==> config.mk <==
export PLATFORM = sky130hd
export DESIGN_NAME = imm_gen_pipe_flat
export DESIGN_NICKNAME = d
export VERILOG_FILES = /design/src/rtl/imm_gen_if.sv /design/src/rtl/imm_gen_pipe.sv /design/src/flat_wrapper.sv
export SDC_FILE = /design/constraint.sdc
export NUM_CORES = 1
export LEC_CHECK = 0
export BUFFER_PORTS_ARGS = -buffer_cell sky130_fd_sc_hd__clkbuf_2
export CAP_MARGIN = 20
export CORE_AREA = 2 2 113 115
export DETAILED_ROUTE_END_ITERATION = 10
export DIE_AREA = 0 0 115 117
export GPL_TIMING_DRIVEN = 0
export PLACE_DENSITY_LB_ADDON = 0.12
export SLEW_MARGIN = 10
export SYNTH_ARGS = -nofsm -noshare
export SYNTH_HDL_FRONTEND = slang
export SYNTH_SLANG_ARGS = --single-unit
==> constraint.sdc <==
create_clock -name clk -period 5.6 [get_ports clk]
set_clock_uncertainty 0.2 [all_clocks]
set_input_delay 0 -clock clk [delete_from_list [all_inputs] [get_ports clk]]
set_output_delay 0 -clock clk [all_outputs]
set_load 0.05 [all_outputs]
==> src/rtl/imm_gen_if.sv <==
// Decode-side handshake bundle for imm_gen_pipe: instruction in, extended immediate out,
// plus the illegal-select error counter.
interface imm_gen_if #(
  parameter int XLEN  = 32,
  parameter int TAG_W = 5
);
  logic             in_valid;
  logic             in_ready;
  logic [31:0]      in_instr;
  logic [2:0]       in_imm_src;
  logic [TAG_W-1:0] in_tag;
  logic             out_valid;
  logic             out_ready;
  logic [XLEN-1:0]  out_imm;
  logic [TAG_W-1:0] out_tag;
  logic             out_illegal;
  logic             err_clr;
  logic [7:0]       err_count;

  modport slave (
    input  in_valid, in_instr, in_imm_src, in_tag, out_ready, err_clr,
    output in_ready, out_valid, out_imm, out_tag, out_illegal, err_count
  );

  modport master (
    output in_valid, in_instr, in_imm_src, in_tag, out_ready, err_clr,
    input  in_ready, out_valid, out_imm, out_tag, out_illegal, err_count
  );
endinterface

==> src/rtl/imm_gen_pipe.sv <==
// Registered RV32/RV64 immediate generator with a two-entry skid buffer so that
// in_ready never depends combinationally on out_ready.
module imm_gen_pipe #(
  parameter int XLEN  = 32,
  parameter int TAG_W = 5
) (
  input logic      clk,
  input logic      rst_n,
  imm_gen_if.slave bus
);

  typedef enum logic [2:0] {
    FMT_I   = 3'b000,
    FMT_S   = 3'b001,
    FMT_B   = 3'b010,
    FMT_U   = 3'b011,
    FMT_J   = 3'b100,
    FMT_SH  = 3'b101,
    FMT_CSR = 3'b110,
    FMT_ILL = 3'b111
  } imm_fmt_e;

  // Occupancy is carried entirely by the two valid bits: {skid.valid, out.valid}.
  typedef enum logic [1:0] {
    EMPTY = 2'b00,
    ONE   = 2'b01,
    FULL  = 2'b11
  } state_e;

  typedef struct packed {
    logic [XLEN-1:0]  imm;
    logic [TAG_W-1:0] tag;
    logic             illegal;
    logic             valid;
  } entry_t;

  entry_t      out_q, skid_q, new_e;
  logic [31:0] raw;
  logic        raw_illegal;
  logic        accept, xfer;
  logic [7:0]  err_q;
  state_e      state;

  // raw holds a 32-bit value whose bit 31 is the sign for every format; zero-extended
  // formats simply leave bit 31 clear, so one signed widening covers RV32 and RV64.
  always_comb begin
    // NOTE: every output of a combinational block gets a default first, or a missed
    // case arm would infer a latch.
    raw         = '0;
    raw_illegal = 1'b0;
    case (imm_fmt_e'(bus.in_imm_src))
      FMT_I:   raw = {{20{bus.in_instr[31]}}, bus.in_instr[31:20]};
      FMT_S:   raw = {{20{bus.in_instr[31]}}, bus.in_instr[31:25], bus.in_instr[11:7]};
      FMT_B:   raw = {{20{bus.in_instr[31]}}, bus.in_instr[7], bus.in_instr[30:25],
                      bus.in_instr[11:8], 1'b0};
      FMT_U:   raw = {bus.in_instr[31:12], 12'b0};
      FMT_J:   raw = {{12{bus.in_instr[31]}}, bus.in_instr[19:12], bus.in_instr[20],
                      bus.in_instr[30:21], 1'b0};
      FMT_SH:  raw = (XLEN == 64) ? {26'b0, bus.in_instr[25:20]}
                                  : {27'b0, bus.in_instr[24:20]};
      FMT_CSR: raw = {27'b0, bus.in_instr[19:15]};
      FMT_ILL: raw_illegal = 1'b1;
      default: raw_illegal = 1'b1;
    endcase
  end

  always_comb begin
    new_e         = '0;
    new_e.imm     = XLEN'($signed(raw));
    new_e.tag     = bus.in_tag;
    new_e.illegal = raw_illegal;
    new_e.valid   = 1'b1;
  end

  assign state  = state_e'({skid_q.valid, out_q.valid});
  assign accept = bus.in_valid & ~skid_q.valid;
  assign xfer   = out_q.valid & bus.out_ready;

  always_ff @(posedge clk or negedge rst_n) begin
    if (!rst_n) begin
      // NOTE: the payload fields are reset along with the valid bits because the
      // visible outputs (imm, tag, illegal) must read zero out of reset.
      out_q  <= '0;
      skid_q <= '0;
    end else begin
      // NOTE: sequential state uses non-blocking assignments so every register
      // samples pre-edge values regardless of statement order.
      case (state)
        EMPTY: if (accept) out_q <= new_e;
        ONE: begin
          if (accept && xfer)  out_q       <= new_e;
          else if (accept)     skid_q      <= new_e;
          else if (xfer)       out_q.valid <= 1'b0;
        end
        FULL: begin
          if (xfer) begin
            out_q        <= skid_q;
            skid_q.valid <= 1'b0;
          end
        end
        default: begin
          out_q  <= '0;
          skid_q <= '0;
        end
      endcase
    end
  end

  // Clear wins over a simultaneous illegal accept.
  always_ff @(posedge clk or negedge rst_n) begin
    if (!rst_n)                                      err_q <= '0;
    else if (bus.err_clr)                            err_q <= '0;
    else if (accept && new_e.illegal && err_q != 8'hFF) err_q <= err_q + 8'd1;
  end

  assign bus.in_ready    = ~skid_q.valid;
  assign bus.out_valid   = out_q.valid;
  assign bus.out_imm     = out_q.imm;
  assign bus.out_tag     = out_q.tag;
  assign bus.out_illegal = out_q.illegal;
  assign bus.err_count   = err_q;

endmodule

==> src/flat_wrapper.sv <==
// flat-port wrapper written by rule: the top's interface ports become plain ports
module imm_gen_pipe_flat 
#(
  parameter int XLEN  = 32,
  parameter int TAG_W = 5
)
  (clk, rst_n, bus_in_valid, bus_in_instr, bus_in_imm_src, bus_in_tag, bus_out_ready, bus_err_clr, bus_in_ready, bus_out_valid, bus_out_imm, bus_out_tag, bus_out_illegal, bus_err_count);
  imm_gen_if #(.XLEN(XLEN), .TAG_W(TAG_W)) bus_i ();
  input logic clk;
  input logic rst_n;
  input wire logic [$bits(bus_i.in_valid)-1:0] bus_in_valid;
  input wire logic [$bits(bus_i.in_instr)-1:0] bus_in_instr;
  input wire logic [$bits(bus_i.in_imm_src)-1:0] bus_in_imm_src;
  input wire logic [$bits(bus_i.in_tag)-1:0] bus_in_tag;
  input wire logic [$bits(bus_i.out_ready)-1:0] bus_out_ready;
  input wire logic [$bits(bus_i.err_clr)-1:0] bus_err_clr;
  output wire logic [$bits(bus_i.in_ready)-1:0] bus_in_ready;
  output wire logic [$bits(bus_i.out_valid)-1:0] bus_out_valid;
  output wire logic [$bits(bus_i.out_imm)-1:0] bus_out_imm;
  output wire logic [$bits(bus_i.out_tag)-1:0] bus_out_tag;
  output wire logic [$bits(bus_i.out_illegal)-1:0] bus_out_illegal;
  output wire logic [$bits(bus_i.err_count)-1:0] bus_err_count;
  assign bus_i.in_valid = bus_in_valid;
  assign bus_i.in_instr = bus_in_instr;
  assign bus_i.in_imm_src = bus_in_imm_src;
  assign bus_i.in_tag = bus_in_tag;
  assign bus_i.out_ready = bus_out_ready;
  assign bus_i.err_clr = bus_err_clr;
  assign bus_in_ready = bus_i.in_ready;
  assign bus_out_valid = bus_i.out_valid;
  assign bus_out_imm = bus_i.out_imm;
  assign bus_out_tag = bus_i.out_tag;
  assign bus_out_illegal = bus_i.out_illegal;
  assign bus_err_count = bus_i.err_count;
  imm_gen_pipe #(.XLEN(XLEN), .TAG_W(TAG_W)) u_core (.clk(clk), .rst_n(rst_n), .bus(bus_i));
endmodule
==> key figures <==
Pwr
  • Worst VDD drop: 0.2004 mV
  • P per Cell Area: 517.1 mW/mm^2
  • Final Power: 2.837 mW
  • Pleak: 2.506 nW

Min path
  • Hold WC Path Type: input port to asynchronous set/reset pin

Global route
  • Total gr overflow: 0
  • Pin count of the biggest net entering global routing: 48
  • First-pass GRT wire length: 19.33 mm
  • Overall global routing resource usage: 0.1862
  • Initial antenna violation count: 0
  • Vias in the first global route: 3622

CTS
  • Cts bufs inserted: 9
  • H-tree depth: 3
  • CTS resizes: 0
  • Root Driver: clkbuf_16
  • Clk Latency, worst-skew pair: 0.34 ns
  • Clock Tree Buf Depth: 2
  • TritonCTS Sinks: 86
  • CTS tree: built
  • Clk slew on worst S/H paths: 0.06 ns

Die
  • Site row count: 41
  • Die height: 117 um
  • IO Count: 93
  • Core area: 0.01231 mm^2
  • Initial Util: 0.3389
  • Die ar.: 0.01346 mm^2
  • Die Wd: 115 um

Critical path
  • R2R Setup Slk: 2.91 ns
  • CP max FO: 10
  • Crit path launch type: register
  • Worst Setup EP: u_core.bus.out_imm[18]
  • Crit path capture type: register
  • Arrival @ worst endpoint: 2.69 ns
  • Crit Path Class: register to register
  • Crit Reg-Reg Endpoint: u_core.bus.out_imm[18]
  • R2R Path Start: u_core.skid_q[0]
  • Critical path, cell by cell: inv_1 -> ha_1 -> buf_2 -> nor2_1 -> o21ai_0 -> clkbuf_1 -> o21ai_1
  • Crit path largest cell delay: 0.69 ns
  • R2R cell count: 7
  • Crit path launch: u_core.skid_q[0]
  • Slowest cell on the critical path: o21ai_0
  • WP data required: 5.60 ns

Cells and area
  • Layout Cells excl Fill: 666
  • Layout Area Growth over Synthesis: 31.45%
  • Storage element area: 0.002152 mm^2
  • Share of cells above drive strength 1: 0.2597
  • Nets: 562
  • # diodes: 0
  • Filler cells: 1192
  • Area of the multi-input gates: 0.001803 mm^2

Place
  • PortBufs: 84
  • Placed insts: 612
  • HPWL after detailed placement: 8.568 mm
  • GPL Wtd Cong: 0.7548

Logic synthesis
  • Syn Inst Count: 377
  • Seq/Total Area, Yosys: 0.5157
  • FF+latch count, synth: 86
  • Synth top area share: 0.5157
  • Mapped Area: 0.004173 mm^2
  • Post-Syn Area per Cell: 11.07 um^2
  • Top FF cell, synth: dfrtp_1
  • Synth area leader: dfrtp_1
  • Post-synth ARST share: 1.000
  • Top cells by area, synth: dfrtp_1, a22o_1, a22oi_1, o2bb2ai_1, a21oi_1
  • Distinct cells, synth: 52
  • Syn Nets: 427
  • Ys Warns: 0
  • Post-synth EDFFs: 0

Route
  • DRT Wirelength: 11.81 mm
  • WL/cell: 17.74 um
  • Vias/cell: 5.408
  • Via count: 3602
  • Drt pass-1 iters: 5
  • First DRT Iteration DRCs: 251
  • DRC errors left: 0
  • Antenna viol nets, final: 0

Timing
  • Tcrit/Tclk final: 0.4805
  • Setup TNS: 0 ns
  • Worst Tran Pin Value: 0.9513 ns
  • Highest Clock Rate: 371.6 MHz
  • Final min period: 2.691 ns
  • Fin. Hold Viols: 0
  • Unrepaired setup endpoints after global routing: no
  • Final Max Tran Viols: 0
  • Max transition margin: 0.3609
  • Setup violations, final: 0

Status
  • Status: finished clean

Run
  • Max-cap violation count: 0
per-layer routing:
metal | wire (um) | track usage | vias up
met2 | 5725 | 0.3051 | 99
met5 | 0 | 0 | -
met4 | 127 | 0.05141 | 0
li1 | - | - | 1728
met3 | 596 | 0.04531 | 12
met1 | 5363 | 0.2478 | 1763
how the worst min path moves through the flow:
stage | start | to | slack, ns | cells after the start
2_1_floorplan | rst_n | u_core.bus.err_count[0] | -0.50 | 0
3_3_place_gp | bus_in_tag[1] | u_core.skid_q[3] | 0.05 | 2
3_5_place_dp | rst_n | u_core.skid_q[0] | -0.13 | 1
4_1_cts | rst_n | u_core.skid_q[13] | 0.04 | 2
5_1_grt | rst_n | u_core.skid_q[0] | 0.07 | 2
6_report | rst_n | u_core.skid_q[0] | 0.03 | 2
sequential cells by signal, indices dropped and copies added (netlist names):
| register | flops |
|---|---|
| u_core.bus.out_imm | 32 |
| u_core.bus.out_illegal | 1 |
| u_core.bus.err_count | 8 |
| u_core.skid_q | 39 |
| u_core.bus.out_tag | 5 |
| u_core.bus.out_valid | 1 |
report_power, final:
group / total [mW] / internal (mW) / switching (mW)
Clock: 0.590 / 0.356 / 0.234
Combinational: 1.32 / 0.397 / 0.928
Sequential: 0.923 / 0.807 / 0.116
Total: 2.84 / 1.56 / 1.28
cells in the mapped netlist, types with 5 or more instances:
| master | count |
|---|---|
| a21oi_1 | 28 |
| a22o_1 | 31 |
| a22oi_1 | 32 |
| buf_2 | 15 |
| buf_6 | 6 |
| clkbuf_1 | 8 |
| dfrtp_1 | 86 |
| ha_1 | 5 |
| inv_1 | 5 |
| nand2_1 | 14 |
| nor2_1 | 12 |
| nor2b_1 | 10 |
| o21ai_0 | 11 |
| o21ai_1 | 21 |
| o22a_1 | 8 |
| o2bb2ai_1 | 25 |
| o31ai_2 | 6 |
worst max-delay path: cells and delay by family (launching register included):
kind                       cells  cell delay (ns)
AOI/OAI and AO/OA              2             0.84
adders and majority gates      1             0.15
buffers and inverters          3             0.83
DFF                            1             0.46
and+or+nand+nor                1             0.06
final cells by class:
cell class	count	area share
Buffer	34	0.03627
Clock buffer	14	0.04630
Multi-Input combinational cell	252	0.3287
Sequential cell	86	0.3923
Inverter	5	0.003422
Clock inverter	1	0.005474
Timing Repair Buffer	124	0.1533
Tap cell	150	0.03422
metrics by stage:
step | area [um^2] | util | hold slack, ns | setup WS, ns
after floorplan | 4173 | - | -0.4956 | 3.214
after global placement | 4781 | 0.3883 | 0.04655 | 2.977
after detailed placement | 4811 | 0.3908 | -0.1316 | 2.989
after CTS | 5485 | 0.4455 | 0.04384 | 2.954
after global routing | 5485 | 0.4455 | 0.07093 | 2.679
final | 5485 | 0.4455 | 0.02567 | 2.909
cell usage in the layout, fill, tap and decap left out, types with 3 or more instances in the layout:
master,count
a21oi_1,28
a222oi_1,4
a22o_1,31
a22oi_1,32
and2_1,3
buf_1,3
buf_2,15
buf_6,6
clkbuf_1,12
clkbuf_16,9
clkbuf_2,83
dfrtp_1,86
dlygate4sd3_1,39
ha_1,5
inv_1,5
mux2_2,3
nand2_1,14
nor2_1,12
nor2b_1,10
nor3_1,4
o21ai_0,11
o21ai_1,21
o22a_1,8
o2bb2ai_1,25
o31ai_2,6
timing repair:
item	4_1_cts	5_1_grt
hold buffers	39	0
setup buffers	0	0
endpoints found under the hold margin	166	0
kinds of logic after synthesis:
| logic type | Yosys count | share of synthesized area |
|---|---|---|
| simple gates | 59 | 0.07767 |
| mux | 4 | 0.01049 |
| compound gates | 180 | 0.3199 |
| xor+xnor | 3 | 0.006298 |
| fa+ha+maj | 6 | 0.01769 |
| buf+inv | 39 | 0.05217 |
| flops | 86 | 0.5157 |
Power figures use the tool's default switching activity.
